===== config.mk =====
export PLATFORM = sky130hd
export DESIGN_NAME = vram_fetch
export DESIGN_NICKNAME = d
export VERILOG_FILES = /design/src/rtl/vram_fetch.sv
export SDC_FILE = /design/constraint.sdc
export NUM_CORES = 1
export LEC_CHECK = 0
export ABC_CLOCK_PERIOD_IN_PS = 4800
export CAP_MARGIN = 20
export CORE_MARGIN = 8
export CORE_UTILIZATION = 35
export CTS_BUF_LIST = sky130_fd_sc_hd__clkbuf_4
export CTS_CLUSTER_DIAMETER = 40
export DETAILED_ROUTE_END_ITERATION = 8
export PLACE_DENSITY_LB_ADDON = 0.2
export SETUP_SLACK_MARGIN = 0.1
export SLEW_MARGIN = 20
export SYNTH_ARGS = -nofsm -noshare
export SYNTH_HDL_FRONTEND = slang
export SYNTH_SLANG_ARGS = --single-unit

===== constraint.sdc =====
create_clock -name clk -period 4.8 [get_ports clk]
set_input_delay 0.96 -clock clk [delete_from_list [all_inputs] [get_ports clk]]
set_output_delay 0.96 -clock clk [all_outputs]
set_load 0.01 [all_outputs]

===== src/rtl/vram_fetch.sv =====
// vram_fetch -- six-plane VRAM fetch engine with optional CPU access port.
//
// On a pixel strobe (vclk) whose address differs from the last one fetched,
// reads six plane bytes from six VRAM banks. The bytes are staged in shadow
// registers and then published on v1..v6 together on a single clock edge.
// Video fetches always win over CPU accesses. A fetch that is requested while
// the engine is busy is held as a single pending request. A later request
// replaces it.
//
// Build option: define VRAM_FETCH_CPU_EN to enable the CPU access path. When
// it is undefined, the CPU ports still exist but the inputs are ignored, and
// cpu_ack, cpu_rdata and ram_we stay at 0.
//
// Ports:
//   clk, reset_n            clock, asynchronous active-low reset
//   vclk, vdp_addr[12:0]    pixel strobe and requested byte address
//   ram_addr[15:0]          VRAM address {bank, byte address}
//   ram_rd / ram_we         VRAM read / write strobes (read data one cycle later)
//   ram_wdata / ram_rdata   VRAM write / read data
//   v1..v6                  committed plane bytes
//   fetch_busy              fetch sequence in progress (FETCH or COMMIT)
//   cpu_req/we/addr/wdata   CPU request, held until cpu_ack
//   cpu_rdata, cpu_ack      CPU read data and one-cycle completion pulse
module vram_fetch #(
  parameter logic [2:0] PLANE_BANK = 3'd1
) (
  input  logic        clk,
  input  logic        reset_n,
  input  logic        vclk,
  input  logic [12:0] vdp_addr,
  output logic [15:0] ram_addr,
  output logic        ram_rd,
  output logic        ram_we,
  output logic [7:0]  ram_wdata,
  input  logic [7:0]  ram_rdata,
  output logic [7:0]  v1,
  output logic [7:0]  v2,
  output logic [7:0]  v3,
  output logic [7:0]  v4,
  output logic [7:0]  v5,
  output logic [7:0]  v6,
  output logic        fetch_busy,
  input  logic        cpu_req,
  input  logic        cpu_we,
  input  logic [15:0] cpu_addr,
  input  logic [7:0]  cpu_wdata,
  output logic [7:0]  cpu_rdata,
  output logic        cpu_ack
);

  typedef enum logic [2:0] {
    IDLE, FETCH, COMMIT
`ifdef VRAM_FETCH_CPU_EN
    , CPU_RD, CPU_WR
`endif
  } state_t;

  state_t      state_q, state_d;
  logic [2:0]  cnt_q;          // plane index being read, 0..5
  logic [12:0] fetch_addr_q;
  logic [12:0] last_addr_q;
  logic        valid_q;
  logic        pend_q;
  logic [12:0] pend_addr_q;
  logic [7:0]  shadow_q [5];   // planes 1..5; plane 6 goes straight to v6
  logic [7:0]  v_q [6];
  logic        need;
  logic        start;
  logic [12:0] start_addr;
  logic [2:0]  bank;

`ifdef VRAM_FETCH_CPU_EN
  logic        ack_q;
  logic        ack_rd_q;
  logic [7:0]  rdata_q;
`endif

  assign need = vclk && (!valid_q || (vdp_addr != last_addr_q));
  assign bank = PLANE_BANK + cnt_q;

  // NOTE: every variable written in an always_comb gets a default first.
  // Without the defaults, an unassigned path would infer a latch.
  always_comb begin
    state_d    = state_q;
    start      = 1'b0;
    start_addr = vdp_addr;
    case (state_q)
      IDLE, COMMIT: begin
        // A fresh request is newer than any pending one, so it wins.
        if (need) begin
          start = 1'b1;
        end else if (pend_q) begin
          start      = 1'b1;
          start_addr = pend_addr_q;
        end else if (state_q == COMMIT) begin
          state_d = IDLE;
        end
`ifdef VRAM_FETCH_CPU_EN
        // The ack cycle is spent in IDLE and never grants. That forces one
        // idle cycle between CPU accesses while cpu_req is still held.
        else if (cpu_req && !ack_q) begin
          state_d = cpu_we ? CPU_WR : CPU_RD;
        end
`endif
      end
      FETCH:   if (cnt_q == 3'd5) state_d = COMMIT;
      default: state_d = IDLE;
    endcase
    if (start) state_d = FETCH;
  end

  always_comb begin
    ram_addr  = '0;
    ram_rd    = 1'b0;
    ram_we    = 1'b0;
    ram_wdata = '0;
    case (state_q)
      FETCH: begin
        ram_rd   = 1'b1;
        ram_addr = {bank, fetch_addr_q};
      end
`ifdef VRAM_FETCH_CPU_EN
      CPU_RD: begin
        ram_rd   = 1'b1;
        ram_addr = cpu_addr;
      end
      CPU_WR: begin
        ram_we    = 1'b1;
        ram_addr  = cpu_addr;
        ram_wdata = cpu_wdata;
      end
`endif
      default: ;
    endcase
  end

  assign fetch_busy = (state_q == FETCH) || (state_q == COMMIT);

  // NOTE: sequential state uses non-blocking assignments. Every register
  // then samples pre-edge values, whatever the statement order.
  always_ff @(posedge clk or negedge reset_n) begin
    if (!reset_n) begin
      state_q      <= IDLE;
      cnt_q        <= '0;
      fetch_addr_q <= '0;
      last_addr_q  <= '0;
      valid_q      <= 1'b0;
      pend_q       <= 1'b0;
      pend_addr_q  <= '0;
      for (int i = 0; i < 6; i++) v_q[i] <= '0;
    end else begin
      state_q <= state_d;
      if (start) begin
        fetch_addr_q <= start_addr;
        cnt_q        <= '0;
      end else if (state_q == FETCH) begin
        cnt_q <= cnt_q + 3'd1;
      end
      if (need) begin
        last_addr_q <= vdp_addr;
        valid_q     <= 1'b1;
      end
      if (start) begin
        pend_q <= 1'b0;
      end else if (need) begin
        pend_q      <= 1'b1;
        pend_addr_q <= vdp_addr;
      end
      if (state_q == COMMIT) begin
        for (int i = 0; i < 5; i++) v_q[i] <= shadow_q[i];
        v_q[5] <= ram_rdata;
      end
    end
  end

  // NOTE: the shadow bytes have no reset. Each one is rewritten during a
  // fetch before COMMIT reads it, and a reset aborts any fetch in flight.
  always_ff @(posedge clk) begin
    if (state_q == FETCH && cnt_q != 3'd0) shadow_q[cnt_q - 3'd1] <= ram_rdata;
  end

  assign v1 = v_q[0];
  assign v2 = v_q[1];
  assign v3 = v_q[2];
  assign v4 = v_q[3];
  assign v5 = v_q[4];
  assign v6 = v_q[5];

`ifdef VRAM_FETCH_CPU_EN
  always_ff @(posedge clk or negedge reset_n) begin
    if (!reset_n) begin
      ack_q    <= 1'b0;
      ack_rd_q <= 1'b0;
      rdata_q  <= '0;
    end else begin
      ack_q    <= (state_q == CPU_RD) || (state_q == CPU_WR);
      ack_rd_q <= (state_q == CPU_RD);
      if (ack_rd_q) rdata_q <= ram_rdata;
    end
  end

  // Read data arrives in the ack cycle. It is passed through then and held
  // afterwards.
  assign cpu_ack   = ack_q;
  assign cpu_rdata = ack_rd_q ? ram_rdata : rdata_q;
`else
  logic unused_cpu;
  assign unused_cpu = ^{cpu_req, cpu_we, cpu_addr, cpu_wdata};
  assign cpu_ack    = 1'b0;
  assign cpu_rdata  = '0;
`endif

endmodule


## Yosys cells after proc, flatten, opt, wreduce, memory -nomap -nowiden

Memories as Yosys holds them, arrays and structs flattened. A register that Yosys moved wholly into a read port is not among the register bits.
Index checks and enable logic that the tools add are counted.

- Add/sub/neg operators: 2
- Eq/ne operators: 8
- Reduce and logical (&&, ||, !) cells: 17
- Muxes and demuxes: 20
- Bitwise logic cells: 1

Operator list:

| kind | count |
|---|---|
| 13-bit 2-to-1 mux | 3 |
| 3-bit 2-to-1 mux | 7 |
| 16-bit 2-to-1 mux | 1 |
| 13-bit inequality test | 1 |
| 3-bit inequality test, second input constant | 4 |
| 1-bit 2-to-1 mux | 8 |
| 1-bit zero test | 6 |
| 3-bit one-hot mux with 2 select lines | 1 |
| 4-bit AND reduction | 1 |
| 2-bit nonzero test | 2 |
| 3-bit by 1-bit adder with 3-bit output, second input constant | 1 |
| 3-bit by 1-bit == test with 1-bit output, second input constant | 1 |
| 3-bit by 2-bit == test with 1-bit output, second input constant | 1 |
| 3-bit == test, second input constant | 1 |
| 3-bit zero test | 1 |
| 3-bit nonzero test | 1 |
| 3-bit by 1-bit subtractor with 3-bit output, second input constant | 1 |
| 1-bit logical AND | 2 |
| 1-bit logical OR | 2 |
| 2-bit AND reduction | 1 |
| 2-bit OR reduction | 1 |
| 1-bit NOT | 1 |

- Word-level logic and storage cells: 57
- Memories: 1
- Input port bits: 50
- Bits in writable memories: 40
- Bits in registers: 55
- Output and inout port bits: 84

Memory list:

| name | depth | bits a word | read ports | clocked after Yosys merged registers in | write ports | line | source |
|---|---|---|---|---|---|---|---|
| shadow_q | 5 | 8 | 5 | 5 | 1 | 65 | `logic [7:0] shadow_q [5];` |

## Longest topological paths before layout

Gate-level depths: netlist (run 1).

- Depth in word-level cells: 7
- Mapped depth: 8
- Depth with buffers taken out: 7

## Worst setup path after synthesis (run 1)

Ideal clock, no wire load.

- Kind: in2reg
- Start point: input vdp_addr[3]
- End point: register pend_addr_q[11]
- Data arrival time: 2.287 ns
- Path slack: 2.386 ns
- Path buffers: 1
- Setup time: 0.128 ns
- Stages on the path: 6
- Data required time: 4.672 ns
- Cell sequence: xnor2_1 -> nand4_1 -> o41ai_2 -> nor3_1 -> buf_4 -> mux2_1

- Word-level cells in the longest chain between the ends: 7

RTL lines:

| what | line | source |
|---|---|---|
| from (decl) | 30 | `input logic [12:0] vdp_addr,` |
| 13-bit inequality test * | 78 | `assign need = vclk && (!valid_q \|\| (vdp_addr != last_addr_q));` |
| 1-bit logical OR * | 78 |  |
| 1-bit logical AND * | 78 |  |
| 1-bit 2-to-1 mux | 90 | `if (need) begin` |
| 1-bit 2-to-1 mux | 87 | `case (state_q)` |
| 1-bit NOT (no source line) | - |  |
| 2-bit AND reduction (no source line) * | - |  |
| to (signal assigned) | 167 | `pend_addr_q <= vdp_addr;` |
| to (decl) | 64 | `logic [12:0] pend_addr_q;` |

Mark *: on every way between the ends. The rest lies on a longest branch, timed or not.
A chain may end at the register's enable or synchronous reset.

## Final worst setup path (run 1)

- Start point: register state_q[1]
- End point: output ram_addr[15]

- Word-level cells in the longest chain between the ends: 2

RTL lines:

| what | line | source |
|---|---|---|
| from (decl) | 58 | `state_t state_q, state_d;` |
| from (signal assigned) | 152 | `state_q <= state_d;` |
| 3-bit by 1-bit == test with 1-bit output | 117 | `case (state_q)` |
| 16-bit 2-to-1 mux | 117 |  |
| to (decl) | 31 | `output logic [15:0] ram_addr,` |

Every way passes these cells.

==> reports/metrics.sh, run 1 <==
MOSTFREQUENTLAYOUTCELLS='94 x dfrtp_1, 88 x clkdlybuf4s50_1, 73 x mux2_2'
YOSYS-TOP-CELLS-AREA='dfrtp_1 43%, edfxtp_1 22%, mux2_2 15%'
GLOBALROUTE.TOTALOVERFLOW=0
FIN_TNS_SETUP_NS=0
TYPE_OF_THE_TIGHTEST_MIN_DELAY_CHECK='reg -> reg'
SEQ_AREA_FRAC_SYNTH_PCT=64.9
WORSTPATHCELLLIST='inv_1 > ha_1 > inv_1 > nor2_1 > clkdlybuf4s50_1'
H_TREE_LVLS=4
YOSYS.AREA_SHARE.XOR_XNOR_PCT=2.56
GLOBALROUTEMET3UTIL_PCT=4.42
CP_DATA_ARRIVAL_TIME_NS=2.65
CLOCK_SKEW_NS=0.0221
CTS_ROOT_BUFFER='clkbuf_4'
POST_ROUTE_CELLS_DRIVE_ABOVE_1_SHARE_PCT=24.4
GRT_MAX_DEGREE=64
GP_ROUTABILITY_CONGESTION=0.733
CTS_RESIZED=0
TRITONCTS_CLOCK_TREE='built'
CRIT_PATH_END_KIND='output port'
POWER.STATIC_LEAKAGE_nW=2.70
DIE_WIDTH_UM=141
POST-SYNTH-TOP-AREA-CELL='dfrtp_1'
DRT_ITER0_MARKERS=89
VIAS_AFTER_DETAILED_ROUTING=3213
CLOCK.FMAX_MHz=277
POSTSYNTHCELLCOUNT=379
RESULT_OF_THE_RUN='finished clean'
LEAST_MARGIN_PIN_SLEW_NS=1.03
CP_SLOWEST_STAGE_DELAY_NS=0.58
FINALNETCOUNT=532
FINAL_ANTENNA_NET_COUNT=0
AREA_SHARE_OF_FA_HA_MAJ_CELLS_AFTER_SYNTHESIS_PCT=1.60
AREAGROWTHSYNTHTOFINISH_PCT=25.6
DETAILED_PLACE_HPWL_UM=7820
ROUTED_WIRELENGTH_UM=11500
ANTENNA_FOUND_INITIAL=0
FINAL-HOLD-VIOLATION-COUNT=0
SYNTH_AREA_PER_CELL_UM2=14.4
SYNTH_TOP_FAMILY_BY_AREA='multiplexers'
DETAIL_ROUTE.VIAS_PER_CELL=4.60
DIE_HEIGHT_UM=141
PATH_CLK_SLEW_NS=0.12
IR_WORST_VDD_mV=0.226
WORST_EP_REQUIRED_TIME_NS=3.84
FIRST_PASS_ITERS=4
GLOBAL_ROUTE_WIRE_LENGTH_BEFORE_REPAIR_UM=18400
CTS_MADE_BUFFERS=17
CAP_VIOL_MAX_COUNT=0
CLKSINKCOUNT=134
PERIOD_MINUS_WS_FINAL_NS=3.61
SYNTH-SEQ-CELLS=134
YOSYSWARNINGCOUNT=0
DRT_DRC_VIOLATIONS_LEFT=0
TIMING.MAX_SLEW.REL_SLACK_PCT=31.3
MET2_USAGE_PCT=19.4
GRT_PASS1_VIAS=3447
INITIAL_UTILIZATION_PCT=35.9
CTS_HOLD_BUFFERS=0
MAXSLEWVIOLCOUNT=0
SYNTH_LARGEST_TYPE_AREA_FRACTION_PCT=43.0
PLACEMENT.IO_BUFFERS=89
CRITICAL_PATH.MAX_FANOUT=20
MUXSHAREOFSYNTHAREA_PCT=15.4
SYNTH_SIMPLE_GATE_AREA_SHARE_PCT=7.29
WORSTSETUPSTARTPOINTTYPE='flop'
ROUTEDWLPERCELL_UM=16.4
SETUP-VIOLATIONS-FINAL=0
INSERTION_DELAY_NS=0.55
POST_CTS_SETUP_BUFFER_COUNT=0
TIMING.FINAL.WS_SETUP_NS=1.19
CP_SLOWEST_CELL='ha_1'
NUMPLACEDINSTANCES=667
WORST-SETUP-PATH-TYPE='reg -> out'
SYNTH.DISTINCT_CELLS=30
GLOBAL_ROUTE.PEAK_USAGE_LAYER='met2'
MOSTFREQUENTLAYOUTCELL='dfrtp_1'
COMPOUND_CELL_AREA_SHARE_OF_THE_YOSYS_NETLIST_PCT=3.63
CTS-ROOT-TO-SINK-BUFFERS=2
GRT.TOTAL_USAGE_PCT=12.1
NUM_IO_PINS=134
CRITICAL_PATH.MOST_COMMON_CELL='inv_1'
FINISH.CELL_COUNT_WITHOUT_FILLERS=699
COREAREA_UM2=15300
ANTENNA-DIODE-COUNT=0
DP_SLACK_NS=1.42
DIE_AREA_UM2=19900
SYNTH.CELL_AREA_UM2=5480
POWER_PER_CELL_AREA_nW_PER_UM2=621
TIMING.FINAL.CRIT_SHARE_PCT=75.1
FILLERS=1428
MET1_DEMAND_TO_CAPACITY_SHARE_IN_GLOBAL_ROUTING_PCT=14.5
NUM_ROWS=45
SETUP_REPAIR_AFTER_GLOBAL_ROUTING_MISSED_ITS_MARGIN='no'
-- state kept, by name, summed over array words and instances, names as in the netlist --
name	cells
shadow_q	40
valid_q	1
v5	8
v3	8
v6	8
state_q	2
pend_q	1
cnt_q	3
last_addr_q	13
pend_addr_q	13
v1	8
v2	8
v4	8
fetch_addr_q	13
-- routing by layer --
layer	up-vias	share of wire (%)	wire (um)
li1	1498	-	-
met5	-	0	0
met4	0	1.4	163
met1	1622	45	5190
met3	14	5.7	648
met2	79	48	5450
-- worst max-delay path, delay by kind of cell, from the launching register on --
kind,cells,cell delay (ns)
adder cells (fa/ha/maj),1,0.58
buffers and inverters,3,0.93
flip-flops,1,0.42
AND/OR/NAND/NOR,1,0.19
-- cell families after synthesis --
family	Yosys count
buffers and inverters	45
muxes	75
adders and majority gates	7
and+or+nand+nor	79
DFF	134
AOI/OAI and AO/OA	22
xor gates and xnor gates	16
other	1
-- final timing paths --
path	start	endpoint	slack, ns	depth (start not counted)
max reg2reg	state_q[1]	shadow_q[0][6]	2.20	6
min	shadow_q[2][4]	v3[4]	0.48	1
min in group asynchronous	reset_n	v3[7]	0.50	1
max in group asynchronous	reset_n	pend_addr_q[8]	3.32	2
min reg2reg	shadow_q[2][4]	v3[4]	0.48	1
max	state_q[1]	ram_addr[15]	1.19	5
-- cell type report --
class	count	area [um2]	share of cell area (%)
flip-flops and latches	134	3550	51.7
well taps	211	264	3.84
repair buffers	97	948	13.8
inverters	8	30.0	0.437
clock buffers	17	128	1.86
clock inverters	15	178	2.58
multi-input cells	217	1780	25.8
-- synthesized netlist by cell type --
library cell,n
a211oi_1,1
a21boi_0,1
a21o_1,1
a21oi_1,2
a221o_1,13
a311o_1,1
and2_1,14
buf_1,4
buf_2,4
buf_4,20
clkbuf_1,9
conb_1,1
dfrtp_1,94
edfxtp_1,40
ha_1,7
inv_1,8
mux2_1,1
mux2_2,73
mux2i_1,1
nand2_1,21
nand4_1,3
nor2_1,22
nor3_1,3
nor3b_1,13
nor4_1,2
o21ai_0,2
o41ai_2,1
or2_2,1
xnor2_1,15
xor2_1,1
-- report_power, final --
part,switching (W),leakage (nW),internal [W]
Sequential,0.000223,1.48,0.00155
Clock,0.000431,0.154,0.000363
Combinational,0.000734,1.07,0.000967
Total,0.00139,2.70,0.00288
-- through the flow --
stage	total power, W	cell area [um2]	util, %	hold WS (ns)
global placement	0.00349	6570	43.0	0.452
CTS	0.00435	6870	45.0	0.479
floorplan	0.00272	5540	-	0.439
detailed placement	0.00354	6570	43.0	0.461
finish	0.00427	6880	45.1	0.482
global route	0.00456	6880	45.1	0.494
No activity file was read; power rests on OpenSTA's default activity.
==> inputs of run 2 (changes only) <==
Settings changed: ABC_CLOCK_PERIOD_IN_PS 4800 to 3560.
Clock period 4.8 ns to 3.56 ns, I/O delays scaled along.
==> run 2 against run 1 <==
Net effect:
- sequential share of layout area fell by 0.23 points
- critical path depth did not move
- count of clock-buffer cells in the layout rose by 1
- cell area rose by 0.45%
- die area did not move
- utilization rose by 0.20 points
- sequential cell count did not move
- non-clock buffer count rose by 3
- sequential power rose by 35%
- wire length fell by 1.5%
- cell count rose by 0.43%
- critical path type unchanged
- critical endpoint unchanged
- largest power group unchanged
==> reports/metrics.sh, run 2 (synthesized netlist as in run 1, its figures left out) <==
DIE_AREA_UM2=19900
GP_ROUTABILITY_CONGESTION=0.721
TIMING.MAX_SLEW.REL_SLACK_PCT=47.4
MOSTFREQUENTLAYOUTCELLS='94 x dfrtp_1, 88 x clkdlybuf4s50_1, 73 x mux2_2'
MAXSLEWVIOLCOUNT=0
FINAL-HOLD-VIOLATION-COUNT=0
CLKSINKCOUNT=134
FINISH.CELL_COUNT_WITHOUT_FILLERS=702
DIE_WIDTH_UM=141
GRT.TOTAL_USAGE_PCT=11.9
CTS-ROOT-TO-SINK-BUFFERS=2
WORST-SETUP-PATH-TYPE='reg -> out'
GLOBALROUTE.TOTALOVERFLOW=0
TRITONCTS_CLOCK_TREE='built'
CP_DATA_ARRIVAL_TIME_NS=2.36
DRT_ITER0_MARKERS=126
POWER_PER_CELL_AREA_nW_PER_UM2=837
IR_WORST_VDD_mV=0.391
COREAREA_UM2=15300
DETAIL_ROUTE.VIAS_PER_CELL=4.59
TIMING.FINAL.CRIT_SHARE_PCT=86.2
TYPE_OF_THE_TIGHTEST_MIN_DELAY_CHECK='in -> async'
WORSTSETUPSTARTPOINTTYPE='flop'
VIAS_AFTER_DETAILED_ROUTING=3219
CLOCK_SKEW_NS=0.0102
GRT_MAX_DEGREE=51
REGISTER_AREA_UM2=3550
GLOBAL_ROUTE_WIRE_LENGTH_BEFORE_REPAIR_UM=18200
DETAILED_PLACE_HPWL_UM=7860
POST_ROUTE_CELLS_DRIVE_ABOVE_1_SHARE_PCT=25.5
CRITICAL_PATH.MAX_FANOUT=20
FILLERS=1414
PERIOD_MINUS_WS_FINAL_NS=3.07
DP_SLACK_NS=0.401
ROUTED_WIRELENGTH_UM=11300
NUMPLACEDINSTANCES=670
ANTENNA_FOUND_INITIAL=0
TIMING.FINAL.WS_SETUP_NS=0.490
INITIAL_UTILIZATION_PCT=35.9
NUM_ROWS=45
NUM_IO_PINS=134
CTS_ROOT_BUFFER='clkbuf_4'
SETUP_REPAIR_AFTER_GLOBAL_ROUTING_MISSED_ITS_MARGIN='no'
AREAGROWTHSYNTHTOFINISH_PCT=26.2
ANTENNA-DIODE-COUNT=0
FINALNETCOUNT=535
FIRST_PASS_ITERS=4
CAP_VIOL_MAX_COUNT=0
H_TREE_LVLS=4
LEAST_MARGIN_PIN_SLEW_NS=0.786
PLACEMENT.IO_BUFFERS=89
LARGEST-REGISTER='shadow_q'
CLOCK.FMAX_MHz=326
FINAL_ANTENNA_NET_COUNT=0
MULTI_INPUT_COMB_AREA_UM2=1780
PATH_CLK_SLEW_NS=0.12
SETUP-VIOLATIONS-FINAL=0
DRT_DRC_VIOLATIONS_LEFT=0
ROUTEDWLPERCELL_UM=16.1
WORST_EP_REQUIRED_TIME_NS=2.85
CRIT_PATH_END_KIND='output port'
DIE_HEIGHT_UM=141
GRT_PASS1_VIAS=3413
MOSTFREQUENTLAYOUTCELL='dfrtp_1'
CTS_MADE_BUFFERS=17
WORSTREGTOREGCELLS=8
FLIP_FLOP_COUNT_OF_THE_LARGEST_REGISTER_ALL_COPIES_AND_WORDS_ADDED=40
POWER.STATIC_LEAKAGE_nW=2.72
INSERTION_DELAY_NS=0.53
FIN_TNS_SETUP_NS=0
HOLDWS_NS=0.192
RESULT_OF_THE_RUN='finished clean'
-- run 2: changes by cell type in the layout (fill, tap and decap cells not counted) --
cell,before,now
buf_4,9,12
clkinv_1,2,0
clkbuf_4,17,18
clkinv_2,1,2
clkinv_4,3,2
ha_1,6,5
ha_2,1,2
inv_6,3,4
nor2_2,0,1
nor2_4,1,0
nor3_2,1,0
nor3_4,0,1
-- run 2: per-layer routing --
layer  track usage [%]  part of all wire [%]
met5                 0                     0
met4              4.07                   1.0
met3              4.56                   5.9
met2              19.6                    49
met1              14.1                    44
-- run 2: stage by stage --
stage	power, W	instance area, um2	utilization (%)
CTS	0.00589	6900	45.2
floorplan	0.00366	5540	-
global route	0.00617	6910	45.3
detailed placement	0.00479	6590	43.2
global placement	0.00473	6590	43.2
finish	0.00578	6910	45.3
-- run 2: cell type report --
class / count / area share [%]
clock buffers: 18 / 1.96
repair buffers: 100 / 14.1
multi-input cells: 217 / 25.8
inverters: 8 / 0.435
clock inverters: 14 / 2.54
flip-flops and latches: 134 / 51.4
well taps: 211 / 3.82
-- run 2: timing repair --
item,4_1_cts,5_1_grt
endpoints found under the setup margin,2,0
setup buffers,0,0
gates resized for setup,1,0
hold buffers,0,0
-- run 2: worst max-delay path: stages (launching register included) --
cell             delay (ns)
dfrtp_1                0.42
inv_1                  0.09
ha_2                   0.41
inv_1                  0.20
nor2_1                 0.16
clkdlybuf4s50_1        0.56
-- run 2: worst paths after layout --
path / startpoint / end / slack, ns
hold reg to reg: valid_q / valid_q / 0.48
max in group asynchronous: reset_n / v4[2] / 2.53
setup reg to reg: state_q[0] / fetch_addr_q[9] / 1.12
hold / removal: reset_n / v3[7] / 0.19
min in group clk: valid_q / valid_q / 0.48
setup / recovery: state_q[1] / ram_addr[15] / 0.49
-- run 2: power breakdown --
group | total, W | switching, W | internal (W)
Sequential | 0.00239 | 0.000302 | 0.00209
Combinational | 0.00231 | 0.000991 | 0.00132
Clock | 0.00108 | 0.000574 | 0.000503
Total | 0.00578 | 0.00187 | 0.00392
